--- config.mk ---
export PLATFORM = sky130hd
export DESIGN_NAME = mouse_packet_assembler
export DESIGN_NICKNAME = d
export VERILOG_FILES = /design/src/rtl/mouse_pkg.sv /design/src/rtl/mouse_axis_clamp.sv /design/src/rtl/mouse_packet_assembler.sv
export SDC_FILE = /design/constraint.sdc
export NUM_CORES = 1
export LEC_CHECK = 0
export ABC_AREA = 1
export CAP_MARGIN = 0
export CORE_UTILIZATION = 52
export CTS_CLUSTER_SIZE = 12
export DETAILED_ROUTE_END_ITERATION = 16
export MAX_ROUTING_LAYER = met4
export PLACE_DENSITY = 0.77
export SLEW_MARGIN = 20
export SYNTH_ARGS = -nofsm -noshare
export SYNTH_HDL_FRONTEND = slang
export SYNTH_SLANG_ARGS = --single-unit
--- constraint.sdc ---
create_clock -name CLK -period 4.63 [get_ports CLK]
set_clock_uncertainty 0.15 [all_clocks]
set_input_delay 1.389 -clock CLK [delete_from_list [all_inputs] [get_ports CLK]]
set_output_delay 1.389 -clock CLK [all_outputs]
set_load 0.1 [all_outputs]
--- src/rtl/mouse_pkg.sv ---
// Shared encodings for the PS/2 mouse packet assembler.
// MOUSE_WHEEL_EN selects the 4-byte IntelliMouse packet.
package mouse_pkg;

  localparam int SYNC_BIT = 3;
  localparam int XSIGN    = 4;
  localparam int YSIGN    = 5;
  localparam int XOVF     = 6;
  localparam int YOVF     = 7;

`ifdef MOUSE_WHEEL_EN
  localparam int PKT_LEN = 4;
  typedef enum logic [2:0] {
    WAIT_B1,
    WAIT_B2,
    WAIT_B3,
    WAIT_B4,
    COMMIT
  } state_t;
`else
  localparam int PKT_LEN = 3;
  typedef enum logic [2:0] {
    WAIT_B1,
    WAIT_B2,
    WAIT_B3,
    COMMIT
  } state_t;
`endif

  // Overflowed axes saturate to the extreme 9-bit value
  function automatic logic [8:0] decode_delta(
    input logic       sgn,
    input logic       ovf,
    input logic [7:0] mag
  );
    if (ovf)
      return sgn ? 9'h100 : 9'h0FF;
    return {sgn, mag};
  endfunction

endpackage

--- src/rtl/mouse_axis_clamp.sv ---
// One screen axis: position plus signed delta,
// clamped to [0, MAX] without wrap-around.
module mouse_axis_clamp #(
  parameter int POS_W = 8,
  parameter int MAX   = 159,
  parameter int DW    = 9
) (
  input  logic [POS_W-1:0]    pos,
  input  logic signed [DW-1:0] delta,
  output logic [POS_W-1:0]    pos_next
);

  localparam int SW = POS_W + 2;

  logic signed [SW-1:0] d_ext;
  logic signed [SW-1:0] sum;

  always_comb begin
    d_ext = SW'(delta);
    sum   = $signed({2'b00, pos}) + d_ext;
    if (sum[SW-1])
      pos_next = '0;
    else if (sum > $signed(SW'(MAX)))
      pos_next = POS_W'(MAX);
    else
      pos_next = sum[POS_W-1:0];
  end

endmodule

--- src/rtl/mouse_packet_assembler.sv ---
// Assembles PS/2 mouse packets into deltas and clamped position.
// Define MOUSE_WHEEL_EN for the 4-byte wheel packet.
module mouse_packet_assembler
  import mouse_pkg::*;
#(
  parameter int X_MAX          = 159,
  parameter int Y_MAX          = 119,
  parameter int POS_W          = 8,
  parameter int TIMEOUT_CYCLES = 2000000
) (
  input  logic             CLK,
  input  logic             RESET,
  output logic             READ_ENABLE,
  input  logic [7:0]       BYTE_READ,
  input  logic [1:0]       BYTE_ERROR_CODE,
  input  logic             BYTE_READY,
  output logic [7:0]       STATUS,
  output logic [8:0]       DX,
  output logic [8:0]       DY,
  output logic [3:0]       DZ,
  output logic [POS_W-1:0] MOUSE_X,
  output logic [POS_W-1:0] MOUSE_Y,
  output logic             PACKET_VALID,
  output logic [7:0]       ERR_COUNT
);

  localparam int TW = $clog2(TIMEOUT_CYCLES + 1);

  state_t state_q, state_d;
  logic [TW-1:0] timer_q, timer_d;
  logic [7:0] b1_q, b2_q, b3_q;
`ifdef MOUSE_WHEEL_EN
  logic [3:0] b4_q;
  logic       lat4;
`endif
  logic lat1, lat2, lat3;
  logic err_inc, commit;
  logic ok_byte, bad_byte, expired;

  logic        [8:0] dx_dec, dy_dec;
  logic signed [9:0] dy_neg;
  logic [POS_W-1:0]  x_next, y_next;

  assign ok_byte  = BYTE_READY && (BYTE_ERROR_CODE == 2'b00);
  assign bad_byte = BYTE_READY && (BYTE_ERROR_CODE != 2'b00);
  assign expired  = timer_q == TW'(TIMEOUT_CYCLES - 1);

  // Byte arriving on the expiry cycle takes priority over the timeout
  always_comb begin
    state_d = state_q;
    timer_d = '0;
    err_inc = 1'b0;
    commit  = 1'b0;
    lat1    = 1'b0;
    lat2    = 1'b0;
    lat3    = 1'b0;
`ifdef MOUSE_WHEEL_EN
    lat4    = 1'b0;
`endif
    unique case (state_q)
      WAIT_B1, COMMIT: begin
        commit  = state_q == COMMIT;
        state_d = WAIT_B1;
        if (bad_byte) begin
          err_inc = 1'b1;
        end else if (ok_byte && BYTE_READ[SYNC_BIT]) begin
          lat1    = 1'b1;
          state_d = WAIT_B2;
        end
      end
      WAIT_B2: begin
        if (bad_byte) begin
          err_inc = 1'b1;
          state_d = WAIT_B1;
        end else if (ok_byte) begin
          lat2    = 1'b1;
          state_d = WAIT_B3;
        end else if (expired) begin
          err_inc = 1'b1;
          state_d = WAIT_B1;
        end else begin
          timer_d = timer_q + TW'(1);
        end
      end
      WAIT_B3: begin
        if (bad_byte) begin
          err_inc = 1'b1;
          state_d = WAIT_B1;
        end else if (ok_byte) begin
          lat3    = 1'b1;
`ifdef MOUSE_WHEEL_EN
          state_d = WAIT_B4;
`else
          state_d = COMMIT;
`endif
        end else if (expired) begin
          err_inc = 1'b1;
          state_d = WAIT_B1;
        end else begin
          timer_d = timer_q + TW'(1);
        end
      end
`ifdef MOUSE_WHEEL_EN
      WAIT_B4: begin
        if (bad_byte) begin
          err_inc = 1'b1;
          state_d = WAIT_B1;
        end else if (ok_byte) begin
          lat4    = 1'b1;
          state_d = COMMIT;
        end else if (expired) begin
          err_inc = 1'b1;
          state_d = WAIT_B1;
        end else begin
          timer_d = timer_q + TW'(1);
        end
      end
`endif
      default: state_d = WAIT_B1;
    endcase
  end

  always_comb begin
    dx_dec = decode_delta(b1_q[XSIGN], b1_q[XOVF], b2_q);
    dy_dec = decode_delta(b1_q[YSIGN], b1_q[YOVF], b3_q);
    dy_neg = -$signed({dy_dec[8], dy_dec});
  end

  mouse_axis_clamp #(
    .POS_W (POS_W),
    .MAX   (X_MAX),
    .DW    (9)
  ) u_clamp_x (
    .pos      (MOUSE_X),
    .delta    ($signed(dx_dec)),
    .pos_next (x_next)
  );

  // Screen Y grows downward, PS/2 Y grows upward
  mouse_axis_clamp #(
    .POS_W (POS_W),
    .MAX   (Y_MAX),
    .DW    (10)
  ) u_clamp_y (
    .pos      (MOUSE_Y),
    .delta    (dy_neg),
    .pos_next (y_next)
  );

  always_ff @(posedge CLK) begin
    if (RESET) begin
      READ_ENABLE  <= 1'b0;
      state_q      <= WAIT_B1;
      timer_q      <= '0;
      b1_q         <= '0;
      b2_q         <= '0;
      b3_q         <= '0;
`ifdef MOUSE_WHEEL_EN
      b4_q         <= '0;
`endif
      STATUS       <= '0;
      DX           <= '0;
      DY           <= '0;
      DZ           <= '0;
      MOUSE_X      <= POS_W'(X_MAX >> 1);
      MOUSE_Y      <= POS_W'(Y_MAX >> 1);
      PACKET_VALID <= 1'b0;
      ERR_COUNT    <= '0;
    end else begin
      READ_ENABLE  <= 1'b1;
      state_q      <= state_d;
      timer_q      <= timer_d;
      PACKET_VALID <= commit;
      if (lat1) b1_q <= BYTE_READ;
      if (lat2) b2_q <= BYTE_READ;
      if (lat3) b3_q <= BYTE_READ;
`ifdef MOUSE_WHEEL_EN
      if (lat4) b4_q <= BYTE_READ[3:0];
`endif
      if (err_inc && ERR_COUNT != 8'hFF)
        ERR_COUNT <= ERR_COUNT + 8'd1;
      if (commit) begin
        STATUS  <= b1_q;
        DX      <= dx_dec;
        DY      <= dy_dec;
`ifdef MOUSE_WHEEL_EN
        DZ      <= b4_q;
`else
        DZ      <= 4'd0;
`endif
        MOUSE_X <= x_next;
        MOUSE_Y <= y_next;
      end
    end
  end

endmodule

== Word-level counts from Yosys, hierarchy flattened ==
Index checks and enable logic that the tools add are counted.

* $add $sub $neg: 5
* Order comparisons: 2
* Equality and inequality tests: 5
* Muxes and demuxes: 34
* Bitwise logic cells: 1
* Reductions and logical operators: 10

{| class="wikitable"
|+ Operator list
! kind !! count
|-
| 9-bit 2-to-1 mux || 6
|-
| 8-bit 2-to-1 mux || 4
|-
| 21-bit by 1-bit adder with 21-bit output, second input constant || 1
|-
| 21-bit == test, second input constant || 1
|-
| 1-bit 2-to-1 mux || 17
|-
| 3-bit 2-to-1 mux || 5
|-
| 9-bit by 10-bit adder with 10-bit output || 1
|-
| 9-bit by 9-bit adder with 10-bit output || 1
|-
| 10-bit by 8-bit greater-than comparator with 1-bit output, second input constant || 1
|-
| 10-bit by 9-bit greater-than comparator with 1-bit output, second input constant || 1
|-
| 9-bit negation with 10-bit output || 1
|-
| 3-bit case mux with 3 select lines || 1
|-
| 8-bit by 1-bit adder with 8-bit output, second input constant || 1
|-
| 8-bit inequality test, second input constant || 1
|-
| 3-bit by 2-bit == test with 1-bit output, second input constant || 2
|-
| 5-bit OR reduction || 1
|-
| 1-bit logical AND || 4
|-
| 2-bit OR reduction || 2
|-
| 3-bit by 1-bit == test with 1-bit output, second input constant || 1
|-
| 3-bit logical NOT || 1
|-
| 2-bit logical NOT || 1
|-
| 1-bit case mux with 2 select lines || 1
|-
| 2-bit nonzero test || 1
|-
| 1-bit NOT || 1
|}

* Register bits: 100
* Output and inout bits: 56

== Longest topological paths before layout ==
Gate-level depths: netlist of run 1.

* Depth after elaboration: 8
* Gate-level depth with buffers: 19
* Mapped depth without buffers: 19

== Modules after synthesis ==
From an unflattened synthesis of run 1, not the netlist that was laid out.

* Cell total of the unflattened synthesis: 790
* Area total of the unflattened synthesis: 5467.7 um^2

{| class="wikitable"
|+ By module, submodules not included
! module !! instances !! cells an instance !! area an instance (um^2)
|-
| mouse_packet_assembler || 1 || 560 || 4252.8
|-
| mouse_axis_clamp (u_clamp_y) || 1 || 132 || 681.9
|-
| mouse_axis_clamp (u_clamp_x) || 1 || 98 || 533.0
|}

== Least setup slack after synthesis of run 1 ==
OpenSTA, ideal clock, no wires.

* Path type: register to output
* Start: reg STATUS[4]
* End: out STATUS[4]
* Arrival time: 1.369 ns
* Setup slack: 1.722 ns
* Cell stages (with the launch flop): 2
* Buffers on the path: 1
* Cells stage by stage: dfxtp_1 > buf_4

{| class="wikitable"
|+ RTL lines
! what !! RTL line !! RTL
|-
| start: declaration || mouse_packet_assembler.sv:17 || <nowiki>output logic [7:0] STATUS,</nowiki>
|-
| start signal: assignment || mouse_packet_assembler.sv:183 || <nowiki>STATUS <= b1_q;</nowiki>
|}

No word-level cell between the ends.

== Worst setup path in the final report of run 1 ==
* Start: reg MOUSE_Y[3]
* End: out MOUSE_Y[3]

{| class="wikitable"
|+ RTL lines
! what !! RTL line !! RTL
|-
| start: declaration || mouse_packet_assembler.sv:22 || <nowiki>output logic [POS_W-1:0] MOUSE_Y,</nowiki>
|-
| start signal: assignment || mouse_packet_assembler.sv:166 || <nowiki>MOUSE_Y <= POS_W'(Y_MAX >> 1);</nowiki>
|-
| start signal: assignment || mouse_packet_assembler.sv:192 || <nowiki>MOUSE_Y <= y_next;</nowiki>
|}

No word-level cell between the ends.

==> results.cfg, run 1 <==
[outcome]
run_status = complete, but fails checks
violations = design-rule violations

[final_layout]
multiInputGateArea_mm2 = 0.00251
nets = 747
drive_gt1_frac = 0.0653
diodes = 0
fillers = 788
fin_cells = 828
area_delta_synth_final_pct = 18.1
final_area_mm2 = 0.00567
register_area_mm2 = 0.00196

[floorplan]
fp.dieW_um = 98.0
initial_utilization = 0.545
core_area_mm2 = 0.00881
rows = 34
die_area_mm2 = 0.00961
ios = 69
die_h_um = 98.0

[placement]
postPlaceCellArea_mm2 = 0.00550
placed_cells = 812
numPortBuffers = 64
gp_congestion = 0.968
dp_hpwl_um = 7940

[logic_synthesis]
synthXorXnorAreaFrac = 0.0347
syn_area_per_cell_um2 = 7.30
ys_seq_elements = 98
synth_top_area_frac = 0.409
yosysTopAreaCell = dfxtp_1
ys_warn_count = 0
synthSimpleGateAreaFrac = 0.283
muxShareOfSynthArea = 0
synth_area_mm2 = 0.00480
synth_top_family_by_area = simple AND/OR/NAND/NOR gates
ys_seq_area_frac = 0.409
synthCells = 657
synth_compound_area_frac = 0.148
ys_types = 41
ys_top_cells_by_area = dfxtp_1 (41%), nand2_1 (8.3%), nor2_1 (8.1%)
synthAdderAreaFrac = 0.0527

[route]
drc = 1
via_per_inst = 5.31
num_vias = 4400
drtIter0Drc = 196
drtPass1Iterations = 11
ant_nets = 0
wirelength_um = 11000
wl_per_cell_um = 13.3

[cts]
post_cts_buffers = 0
cts.sinks = 98
cts_hold_buf = 0
cts.path.max_buffers = 2
cts_buffers = 9
h-tree-depth = 3
cts_tree = yes
cts_resized = 0
cts_root_buffer = clkbuf_8
insertion_delay_ns = 0.36
path_clk_slew_ns = 0.10

[sta]
hold-worst-slack_ns = 0.311
final-hold-violation-count = 0
tightest_slew_ns = 0.983
slew_headroom = 0.343
tns_ns = 0
rsz0062_at_grt = false
fmax_mhz = 283
period_needed_ns = 3.53
setup_viol = 0
layout_worst_path_cycle_share = 0.763
finalMaxSlewViolations = 0

[global_route]
grt_usage = 0.246
grt_pass1_wl_um = 18600
antenna_found_initial = 0
overflow = 0
grt_pass1_vias = 4094
grt_max_degree = 55

[worst_setup_path]
slowest_stage = clkdlybuf4s50_1
worst-path-buf-inv = 1
critPathRequiredTime_ns = 3.09
arrival_ns = 1.99
worstSetupStartpointType = flip-flop
crit_chain = clkdlybuf4s50_1
cpPeakStageDelay_ns = 1.18
critPathCaptureType = output port
critPathKind = flip-flop to output port
worstPathMaxFanout = 5
crit_family = buffers and inverters

[pwr]
power.leakage_nw = 2.34
ir_drop_v = 0.000161
p_per_area_mw_per_mm2 = 257

[worst_hold_path]
hp-class = flip-flop to flip-flop

[run]
maxCapViolCount = 0
## cells in the mapped netlist
library cell and number:
conb_1 1, ha_1 17, o21a_1 2, buf_4 6, a21oi_1 53, inv_2 4
a21oi_2 1, xnor2_1 9, nor2_2 2, clkinv_1 3, a31oi_1 2, nand3_2 2
a31oi_2 1, nor4_1 1, o21ai_1 1, nor3_1 15, xor2_1 10, nand2_1 106
nand3_1 36, nand2_2 10, nand3b_1 1, nor3b_1 8, a22oi_1 1, nand2_4 1
inv_1 54, nor4_2 1, fa_1 2, o21ai_0 63, o21bai_1 2, nor2_4 1
a21o_1 2, buf_2 2, nor3_2 3, dfxtp_1 98, buf_1 2, o211ai_1 4
o31ai_1 1, nand3_4 1, nor2_1 104, clkbuf_1 14, nand4_1 10
## kinds of logic after synthesis
family          after synthesis
simple gates                302
compound gates              133
flops                        98
buf+inv                      85
xor+xnor                     19
fa+ha+maj                    19
other cells                   1
## metal layers
metal	global-route usage	routed length, um	vias up
li1	-	-	2273
met1	0.315	5210	2012
met2	0.398	5160	107
met3	0.0422	537	8
met4	0.0699	104	0
met5	-	0	-
## layout make-up
cell class,instances,area share
Inverter,61,0.0404
Multi-Input combinational cell,478,0.443
Clock inverter,7,0.00795
Timing Repair Buffer,67,0.117
Sequential cell,98,0.346
Tap cell,108,0.0239
Clock buffer,9,0.0219
## flip-flops by register name (all words and copies together) (netlist names)
register	count
timer_q	21
DY	8
state_q	3
b2_q	8
MOUSE_X	8
MOUSE_Y	8
b1_q	8
DX	8
STATUS	8
ERR_COUNT	8
b3_q	8
PACKET_VALID	1
READ_ENABLE	1
## metrics by stage
| stage | power [W] | utilization | worst slack, ns |
|---|---|---|---|
| after floorplan | 0.000952 | - | 1.72 |
| after global placement | 0.000980 | 0.624 | 1.15 |
| after detailed placement | 0.000982 | 0.624 | 1.02 |
| after CTS | 0.00147 | 0.643 | 1.08 |
| after global routing | 0.00152 | 0.643 | 1.03 |
| final | 0.00146 | 0.643 | 1.10 |
## final timing paths
kind,from,to,slack (ns),depth (start not counted)
max,MOUSE_Y[3],MOUSE_Y[3],1.10,1
min,timer_q[0],timer_q[0],0.31,1
min reg2reg,timer_q[0],timer_q[0],0.31,1
max reg2reg,b1_q[6],MOUSE_X[2],1.74,14
## cells in the final DEF, fill, tap and decap left out, types with 2 or more instances in the layout
cell | netlist | routed
nand2_1 | 106 | 106
nor2_1 | 104 | 103
dfxtp_1 | 98 | 98
clkdlybuf4s50_1 | 0 | 64
o21ai_0 | 63 | 63
inv_1 | 54 | 54
a21oi_1 | 53 | 53
nand3_1 | 36 | 36
ha_1 | 17 | 17
nor3_1 | 15 | 15
nand2_2 | 10 | 10
nand4_1 | 10 | 10
xor2_1 | 10 | 10
xnor2_1 | 9 | 9
clkbuf_8 | 0 | 9
nor3b_1 | 8 | 8
conb_1 | 1 | 5
inv_2 | 4 | 4
o211ai_1 | 4 | 4
clkinv_2 | 0 | 4
clkinv_1 | 3 | 3
nor2_2 | 2 | 3
nor3_2 | 3 | 3
buf_4 | 6 | 3
nand3_2 | 2 | 2
a21o_1 | 2 | 2
o21bai_1 | 2 | 2
o21a_1 | 2 | 2
a31oi_1 | 2 | 2
fa_1 | 2 | 2
## report_power, final
group,internal (W),leakage (nW),switching [W]
Sequential,0.000846,0.791,0.00000442
Combinational,0.0000332,1.46,0.0000794
Clock,0.000195,0.0891,0.000300
Total,0.00107,2.34,0.000383
Power figures use the tool's default switching activity.
==> run 2: changes to the inputs <==
Settings changed: CORE_UTILIZATION 52 to 49, PLACE_DENSITY 0.77 to 0.76.
Clock period 4.63 ns to 3.1 ns, I/O delays scaled along.
==> results.cfg, run 2 (synthesis results as in run 1) <==
[outcome]
run_status = finished clean

[worst_setup_path]
r2r-start = b1_q[7]
worstSetupStartpointType = flip-flop
crit_path_frequent_cell = nand2_1
critPathCaptureType = flip-flop
r2r_end = MOUSE_Y[1]
reg2reg_slack_ns = 0.31
crit_chain = nand2_2, o21ai_0, ha_1, a21oi_1, o21bai_1, a21oi_1, nand2_1, nand2_1, nand2_1, nor2_4, nand2_2, o21ai_0, nand2_1
rr_worst_depth = 13
critPathRequiredTime_ns = 3.21
critPathKind = flip-flop to flip-flop
cp-startpoint = b1_q[7]
cpPeakStageDelay_ns = 0.49
worstPathMaxFanout = 9
arrival_ns = 2.90
slowest_stage = dfxtp_1

[pwr]
ir_drop_v = 0.000236
p_per_area_mw_per_mm2 = 402
power.leakage_nw = 2.44

[placement]
gp_congestion = 0.929
dp_hpwl_um = 8190
numPortBuffers = 64

[global_route]
grt_usage = 0.240
antenna_found_initial = 0
grt_max_degree = 55
overflow = 0
grt_pass1_vias = 4119
grt_pass1_wl_um = 18900

[route]
ant_nets = 0
drtPass1Iterations = 4
num_vias = 4434
drc = 0
via_per_inst = 5.21
highest_layer = met4
met1Wirelength_um = 5570
wirelength_um = 11300
dr_wl_met3_um = 394
drtIter0Drc = 240
wl_per_cell_um = 13.2
met2_length_um = 5210

[floorplan]
rows = 35
die_area_mm2 = 0.0102
fp.dieW_um = 101
core_area_mm2 = 0.00937
die_h_um = 101
ios = 69
initial_utilization = 0.512

[sta]
period_needed_ns = 2.79
layout_worst_path_cycle_share = 0.901
tns_ns = 0
fmax_mhz = 358
slew_headroom = 0.558
finalMaxSlewViolations = 0
final-hold-violation-count = 0
hold-worst-slack_ns = 0.304
rsz0062_at_grt = false
setup_viol = 0
tightest_slew_ns = 0.661

[final_layout]
layout_commonest_cell = nand2_1
nets = 750
utilization = 0.597
regMostFlops = timer_q
area_delta_synth_final_pct = 16.7
largest_reg_flops = 21
drive_gt1_frac = 0.139
fillers = 902
diodes = 0
mostFrequentLayoutCells = nand2_1 (106), nor2_1 (103), dfxtp_1 (98)

[cts]
cts.sinks = 98
cts_resized = 0
cts_tree = yes
cts_root_buffer = clkbuf_8
cts_buffers = 9
post_cts_buffers = 0
insertion_delay_ns = 0.37
h-tree-depth = 3
cts.path.max_buffers = 2
path_clk_slew_ns = 0.09
cts_hold_buf = 0

[worst_hold_path]
whs_path_depth = 1
hp-class = flip-flop to flip-flop
min-delay-start = timer_q[0]
holdPathEnd = timer_q[0]

[run]
maxCapViolCount = 0
==> run 2: area by class of cell <==
cell class | instances | area, um^2 | share of cell area
Multi-Input combinational cell | 478 | 2510 | 0.448
Clock inverter | 5 | 56.3 | 0.0101
Timing Repair Buffer | 70 | 556 | 0.0992
Clock buffer | 10 | 128 | 0.0228
Tap cell | 129 | 161 | 0.0288
Sequential cell | 98 | 1960 | 0.350
Inverter | 61 | 229 | 0.0409
==> run 2: layer usage <==
metal  global-route usage  up-vias
li1                     -     2279
met1                0.313     2067
met3               0.0423        9
met5                    -        -
met4               0.0602        0
met2                0.388       79
==> run 2: power by group <==
part / switching (W) / internal (W)
Clock: 0.000445 / 0.000368
Sequential: 0.00000666 / 0.00126
Combinational: 0.000119 / 0.0000489
Total: 0.000570 / 0.00168
==> run 2: stage by stage <==
step | power [W] | instances | worst slack (ns) | area (um^2)
2_1_floorplan | 0.00142 | 661 | 0.227 | 4810
3_3_place_gp | 0.00146 | 836 | 0.357 | 5420
3_5_place_dp | 0.00147 | 836 | 0.302 | 5420
4_1_cts | 0.00226 | 851 | 0.308 | 5600
5_1_grt | 0.00234 | 851 | 0.0141 | 5600
6_report | 0.00225 | 851 | 0.307 | 5600
==> run 2: worst max path at each step <==
stage | slack (ns) | cells after the start | to
floorplan | 0.23 | 11 | MOUSE_X[2]
global placement | 0.36 | 6 | b1_q[4]
detailed placement | 0.30 | 13 | MOUSE_Y[1]
CTS | 0.31 | 13 | MOUSE_Y[1]
global route | 0.01 | 14 | MOUSE_X[0]
finish | 0.31 | 13 | MOUSE_Y[1]
==> run 2: worst max-delay path, delay by kind of cell (launching register included) <==
family	cells	cell delay (ns)
simple gates	7	0.75
flops	1	0.49
fa+ha+maj	1	0.35
compound gates	5	0.94
